### src/rtl/instr_issue_queue.sv
// -----------------------------------------------------------------------------
// instr_issue_queue
//
// In-order issue buffer in front of a single-instruction Tomasulo core.
// Instructions arrive over a valid/ready handshake, wait in a DEPTH-entry
// circular FIFO, and are presented one at a time on a registered output.
// The output holds while the core stalls the class of the instruction it is
// currently seeing (A_stall for arithmetic, LS_stall for load/store).
// Unsupported opcodes are dropped after one cycle and flagged with
// illegal_pulse. An all-zero word on instr is a bubble.
//
// Ports
//   clk           : single clock, all state updates on the rising edge
//   reset         : synchronous, active-low
//   in_valid      : fetch side presents in_instr
//   in_instr      : 32-bit RV32 instruction word
//   in_ready      : queue can accept (FIFO not full and reset high)
//   A_stall       : core arithmetic reservation stations full
//   LS_stall      : core load/store buffers full
//   instr         : registered instruction to the core, 32'h0 = bubble
//   instr_valid   : instr is not a bubble
//   occupancy     : FIFO entries held, excluding the output register
//   empty         : no FIFO entries and no valid instr
//   issued_count  : instructions accepted by the core, wraps
//   illegal_pulse : one-cycle pulse when an unsupported opcode is dropped
// -----------------------------------------------------------------------------
module instr_issue_queue #(
  parameter int DEPTH = 4,
  parameter int CNT_W = 16
) (
  input  logic                       clk,
  input  logic                       reset,
  input  logic                       in_valid,
  input  logic [31:0]                in_instr,
  output logic                       in_ready,
  input  logic                       A_stall,
  input  logic                       LS_stall,
  output logic [31:0]                instr,
  output logic                       instr_valid,
  output logic [$clog2(DEPTH+1)-1:0] occupancy,
  output logic                       empty,
  output logic [CNT_W-1:0]           issued_count,
  output logic                       illegal_pulse
);

  localparam int OCC_W = $clog2(DEPTH + 1);
  localparam int PTR_W = $clog2(DEPTH);
  localparam logic [OCC_W-1:0] OCC_FULL = OCC_W'(DEPTH);

  localparam logic [6:0] OP_R     = 7'b0110011;
  localparam logic [6:0] OP_I     = 7'b0010011;
  localparam logic [6:0] OP_LOAD  = 7'b0000011;
  localparam logic [6:0] OP_STORE = 7'b0100011;

  // FIFO storage; the output register below acts as its registered read port
  logic [31:0]       mem_q [DEPTH];
  logic [PTR_W-1:0]  rd_ptr_q, rd_ptr_d;
  logic [PTR_W-1:0]  wr_ptr_q, wr_ptr_d;
  logic [OCC_W-1:0]  occ_q, occ_d;

  logic [31:0]       instr_q, instr_d;
  logic [CNT_W-1:0]  issued_q, issued_d;
  logic              illegal_q, illegal_d;

  logic is_bubble, is_a, is_ls, is_illegal;
  logic consumed, push_ok, fifo_push, fifo_pop;

  // Class decode of the word currently presented to the core
  always_comb begin
    is_bubble  = (instr_q == 32'h0);
    is_a       = (instr_q[6:0] == OP_R) || (instr_q[6:0] == OP_I);
    is_ls      = (instr_q[6:0] == OP_LOAD) || (instr_q[6:0] == OP_STORE);
    is_illegal = !is_bubble && !is_a && !is_ls;
  end

  // Only the stall matching the presented class can hold the register;
  // bubbles and illegal words always leave.
  assign consumed = is_bubble || is_illegal ||
                    (is_a && !A_stall) || (is_ls && !LS_stall);

  assign in_ready = reset && (occ_q != OCC_FULL);
  assign push_ok  = in_valid && in_ready;

  // An empty FIFO with a consuming output lets the incoming word bypass
  // straight into the output register instead of being written.
  assign fifo_pop  = consumed && (occ_q != '0);
  assign fifo_push = push_ok && !(consumed && (occ_q == '0));

  always_comb begin
    instr_d   = instr_q;
    issued_d  = issued_q;
    illegal_d = is_illegal;
    rd_ptr_d  = rd_ptr_q;
    wr_ptr_d  = wr_ptr_q;
    occ_d     = occ_q;

    if (consumed) begin
      if (fifo_pop) begin
        instr_d = mem_q[rd_ptr_q];
      end else if (push_ok) begin
        instr_d = in_instr;
      end else begin
        instr_d = 32'h0;
      end
      if (is_a || is_ls) begin
        issued_d = issued_q + CNT_W'(1);
      end
    end

    if (fifo_pop) begin
      rd_ptr_d = rd_ptr_q + PTR_W'(1);
    end
    if (fifo_push) begin
      wr_ptr_d = wr_ptr_q + PTR_W'(1);
    end

    case ({fifo_push, fifo_pop})
      2'b10:   occ_d = occ_q + OCC_W'(1);
      2'b01:   occ_d = occ_q - OCC_W'(1);
      default: occ_d = occ_q;
    endcase
  end

  // Storage array carries no reset; pointers and occupancy define validity.
  always_ff @(posedge clk) begin
    if (fifo_push) begin
      mem_q[wr_ptr_q] <= in_instr;
    end
  end

  always_ff @(posedge clk) begin
    if (!reset) begin
      instr_q   <= 32'h0;
      issued_q  <= '0;
      illegal_q <= 1'b0;
      rd_ptr_q  <= '0;
      wr_ptr_q  <= '0;
      occ_q     <= '0;
    end else begin
      instr_q   <= instr_d;
      issued_q  <= issued_d;
      illegal_q <= illegal_d;
      rd_ptr_q  <= rd_ptr_d;
      wr_ptr_q  <= wr_ptr_d;
      occ_q     <= occ_d;
    end
  end

  assign instr         = instr_q;
  assign instr_valid   = !is_bubble;
  assign occupancy     = occ_q;
  assign empty         = (occ_q == '0) && is_bubble;
  assign issued_count  = issued_q;
  assign illegal_pulse = illegal_q;

endmodule

### config.mk
export PLATFORM = sky130hd
export DESIGN_NAME = instr_issue_queue
export DESIGN_NICKNAME = d
export VERILOG_FILES = /design/src/rtl/instr_issue_queue.sv
export SDC_FILE = /design/constraint.sdc
export NUM_CORES = 1
export LEC_CHECK = 0
export ABC_AREA = 1
export CAP_MARGIN = 30
export CORE_ASPECT_RATIO = 1.4
export CORE_MARGIN = 5
export CORE_UTILIZATION = 56
export DETAILED_ROUTE_END_ITERATION = 12
export GPL_TIMING_DRIVEN = 0
export HOLD_SLACK_MARGIN = 0.06
export PLACE_DENSITY = 0.8
export SETUP_SLACK_MARGIN = 0.3
export SYNTH_ARGS = -nofsm -noshare
export SYNTH_HDL_FRONTEND = slang
export SYNTH_SLANG_ARGS = --single-unit
### constraint.sdc
create_clock -name clk -period 3.5 [get_ports clk]
set_clock_uncertainty 0.05 [all_clocks]
set_input_delay 0.35 -clock clk [delete_from_list [all_inputs] [get_ports clk]]
set_output_delay 0.35 -clock clk [all_outputs]
set_load 0.03 [all_outputs]
==> summary.md <==
| Metric | Value |
|---|---|
| Final setup viols | 0 |
| CP arrival | about 2500 ps |
| Initial antenna violation count | 0 |
| Total power per unit cell area | approximately 730 nW/um^2 |
| Number of nets in the finished design | around 1,100 |
| Gp weighted congestion | between 0.9 and 1 |
| Commonest cells post-synth | sky130_fd_sc_hd__nand2_1, sky130_fd_sc_hd__inv_1, sky130_fd_sc_hd__edfxtp_1 |
| Initial detailed-routing violation count | a little over 400 |
| Worst min-delay path category | in -> reg |
| Critical Setup Path Class | reg -> out |
| Startpoint type of the worst setup path | flop |
| Gr ovfl total | 0 |
| Max Buffers Root-to-Sink | 2 |
| Top cell type's share of synthesized area | 0.464 |
| Largest fanout of any net on the critical path | 10 |
| Post-CTS sizing | 0 |
| Post-synth design cell area | roughly 8300 um^2 |
| Global-route wire length before repair | approximately 32,000 um |
| Number of global-route vias before repair | about 6,300 |
| Synthesized instance count | 908 |
| Hold violation count in the final report | 0 |
| Transition time at the pin with the least slew margin | 762 ps |
| Fraction of registers with async set or reset after synthesis | 0 |
| DR pass1 iterations | 6 |
| Post-route ant nets | 0 |
| Horizontal extent of the die | approximately 110 um |
| Floorplan row count | 52 |
| Total wire length | ~20,000 um |
| EDFF count, synth | around 130 |
| Total routing usage reported by global routing | 0.235 |
| Max cap viols | 0 |
| Clock Tree Root | sky130_fd_sc_hd__clkbuf_16 |
| Average via count per standard cell | about 5.2 |
| Most used flip-flop cell after synthesis | sky130_fd_sc_hd__edfxtp_1 |
| Syn_nets | 952 |
| Max Clk Rate | between 300 and 400 MHz |
| HPWL Detailed | 13,800 um |
| Post-CTS setup-driven buffer insertion count | 0 |
| Power after layout | approximately 0.0074 W |
| Effective utilization at floorplan | 0.570 |
| Synthesized area divided by synthesized cell count | between 9 and 10 um^2 |
| Placed cells | around 1,200 |
| Clock tree sinks | ~190 |
| Post-synth cell types | 34 |
| Capturing element type of the critical path | output port |
| Total of warnings raised by yosys | 0 |
| Required time of the worst setup path | roughly 3100 ps |
| Leading area contributor after synthesis | sky130_fd_sc_hd__edfxtp_1 |
| DIE HEIGHT | approximately 150 um |
| Period utilization | 0.821 |
| Rel. slew slack | 0.492 |
| Number of remaining DRC errors | 0 |
| Fin cells | around 1,200 |
| Most numerous cell in the Yosys netlist | sky130_fd_sc_hd__nand2_1 |
| TritonCTS clock tree | done |
| Number of synthesized register bits | 186 |
| Number of input and output port buffers inserted | 90 |
| WL per Instance | 16.6 um |
| Largest cells by area after synthesis | sky130_fd_sc_hd__edfxtp_1, sky130_fd_sc_hd__dfxtp_1, sky130_fd_sc_hd__nand2_1 |
| CTS Hold Bufs | 0 |
| Clock transition at the registers of the reported paths | approximately 70 ps |
| Maximum number of pins on one net before global-route repair | 28 |
| Status | completed |
| Register-to-Register Setup Slack | 710 ps |
| Number of CTS-inserted buffers | 17 |
| Fraction of layout instances using a drive strength above 1 | 0.107 |
| RSZ-0062 raised after global routing | false |
| Placeable core region | between 10,000 and 15,000 um^2 |
| Insertion delay to the later sink of the worst-skew pair | approximately 420 ps |
| Largest vdd supply drop | 0.412 mV |
| Top-level port count | 92 |
| Overall via count from detail_route | ~6,400 |
| Max-slew violations | 0 |
| Overall die area | between 15,000 and 20,000 um^2 |
| Area added between synthesis and finish | 22.5% |
| Antenna diode instance count | 0 |
| Leakage component of the power | approximately 4.2 nW |
| Maximum level of the CTS H-tree | 4 |
| Part of the Yosys area used for sequential elements | 0.605 |
| Time the final worst path needs with I/O delays and setup | between 2000 and 3000 ps |
-- logic make-up (layout without fill, tap and decap cells) --
| family | count (synthesis) | in the layout | synth area share |
|---|---|---|---|
| flops | 186 | 186 | 0.605 |
| compound gates | 84 | 84 | 0.0559 |
| simple gates | 445 | 445 | 0.232 |
| xor+xnor | 3 | 3 | 0.00318 |
| buf+inv | 183 | 309 | 0.0928 |
| fa+ha+maj | 7 | 7 | 0.0115 |
-- registers in the layout (all words and copies together), names as in the netlist, named ones only --
signal and flops:
wr_ptr_q 2, occupancy 3, issued_count 16, mem_q 128, instr 32, rd_ptr_q 2
illegal_pulse 1
-- final timing paths --
kind | cells past startpoint | end | start
hold reg to reg | 2 | rd_ptr_q[1]$_SDFFE_PN0N_ | rd_ptr_q[1]$_SDFFE_PN0N_
hold / removal | 3 | issued_count[0]$_SDFFE_PN0P_ | reset
setup / recovery | 6 | empty | occupancy[2]$_SDFFE_PN0P_
setup reg to reg | 13 | occupancy[2]$_SDFFE_PN0P_ | instr[4]$_SDFFE_PN0P_
-- final cells by class --
cell class | count | area (um^2)
flip-flops and latches | 186 | 5000
clock inverters | 13 | 169
clock buffers | 19 | 433
fillers | 1063 | 4370
repair buffers | 94 | 996
well taps | 189 | 236
plain buffers | 39 | 228
inverters | 144 | 541
multi-input cells | 539 | 2530
-- critical path, cell delays in order (launching register included) --
cell                              delay, ps
sky130_fd_sc_hd__dfxtp_1                370
sky130_fd_sc_hd__nor3_4                 280
sky130_fd_sc_hd__inv_2                   70
sky130_fd_sc_hd__buf_6                  150
sky130_fd_sc_hd__buf_2                  210
sky130_fd_sc_hd__nor3_1                 230
sky130_fd_sc_hd__clkdlybuf4s50_1        740
-- per-layer routing --
metal	part of all wire	vias up	wire length, um	GRT usage
met3	0.055	37	1120	0.0436
met2	0.55	223	11100	0.433
li1	-	3127	-	-
met1	0.38	3010	7640	0.264
met5	0	-	0	0
met4	0.021	0	435	0.0934
-- layout by cell type, fill, tap and decap left out, types with 3 or more instances in the layout --
| master | instances |
|---|---|
| sky130_fd_sc_hd__nor2_4 | 6 |
| sky130_fd_sc_hd__buf_12 | 3 |
| sky130_fd_sc_hd__clkbuf_1 | 10 |
| sky130_fd_sc_hd__nor2_1 | 80 |
| sky130_fd_sc_hd__dfxtp_1 | 58 |
| sky130_fd_sc_hd__buf_2 | 22 |
| sky130_fd_sc_hd__inv_6 | 3 |
| sky130_fd_sc_hd__a21oi_2 | 10 |
| sky130_fd_sc_hd__edfxtp_1 | 128 |
| sky130_fd_sc_hd__clkbuf_16 | 17 |
| sky130_fd_sc_hd__nand2_2 | 13 |
| sky130_fd_sc_hd__nor2_2 | 11 |
| sky130_fd_sc_hd__nand4_1 | 4 |
| sky130_fd_sc_hd__nor3_1 | 3 |
| sky130_fd_sc_hd__inv_2 | 5 |
| sky130_fd_sc_hd__buf_4 | 4 |
| sky130_fd_sc_hd__clkdlybuf4s50_1 | 90 |
| sky130_fd_sc_hd__inv_1 | 138 |
| sky130_fd_sc_hd__bufinv_16 | 3 |
| sky130_fd_sc_hd__a21oi_1 | 43 |
| sky130_fd_sc_hd__nand3_1 | 86 |
| sky130_fd_sc_hd__nand2_1 | 233 |
| sky130_fd_sc_hd__nor4_1 | 4 |
| sky130_fd_sc_hd__ha_1 | 6 |
| sky130_fd_sc_hd__buf_6 | 3 |
| sky130_fd_sc_hd__o21ai_0 | 26 |
-- power breakdown --
group          leakage (nW)  total [W]  internal, W  switching (W)
Combinational          2.30    0.00265     0.000942        0.00171
Clock                 0.288    0.00197      0.00113       0.000832
Sequential             1.63    0.00280      0.00261       0.000193
-- stage by stage --
stage	setup WS (ps)	utilization	TNS, ps	instance area, um^2	hold WS [ps]
6_report	626	0.699	0	10100	210
3_5_place_dp	520	0.657	0	9540	417
3_3_place_gp	-946	0.649	-115390	9410	395
2_1_floorplan	497	-	0	8280	383
5_1_grt	495	0.699	0	10100	233
4_1_cts	639	0.699	0	10100	202
(Power assumes the default switching activity.)
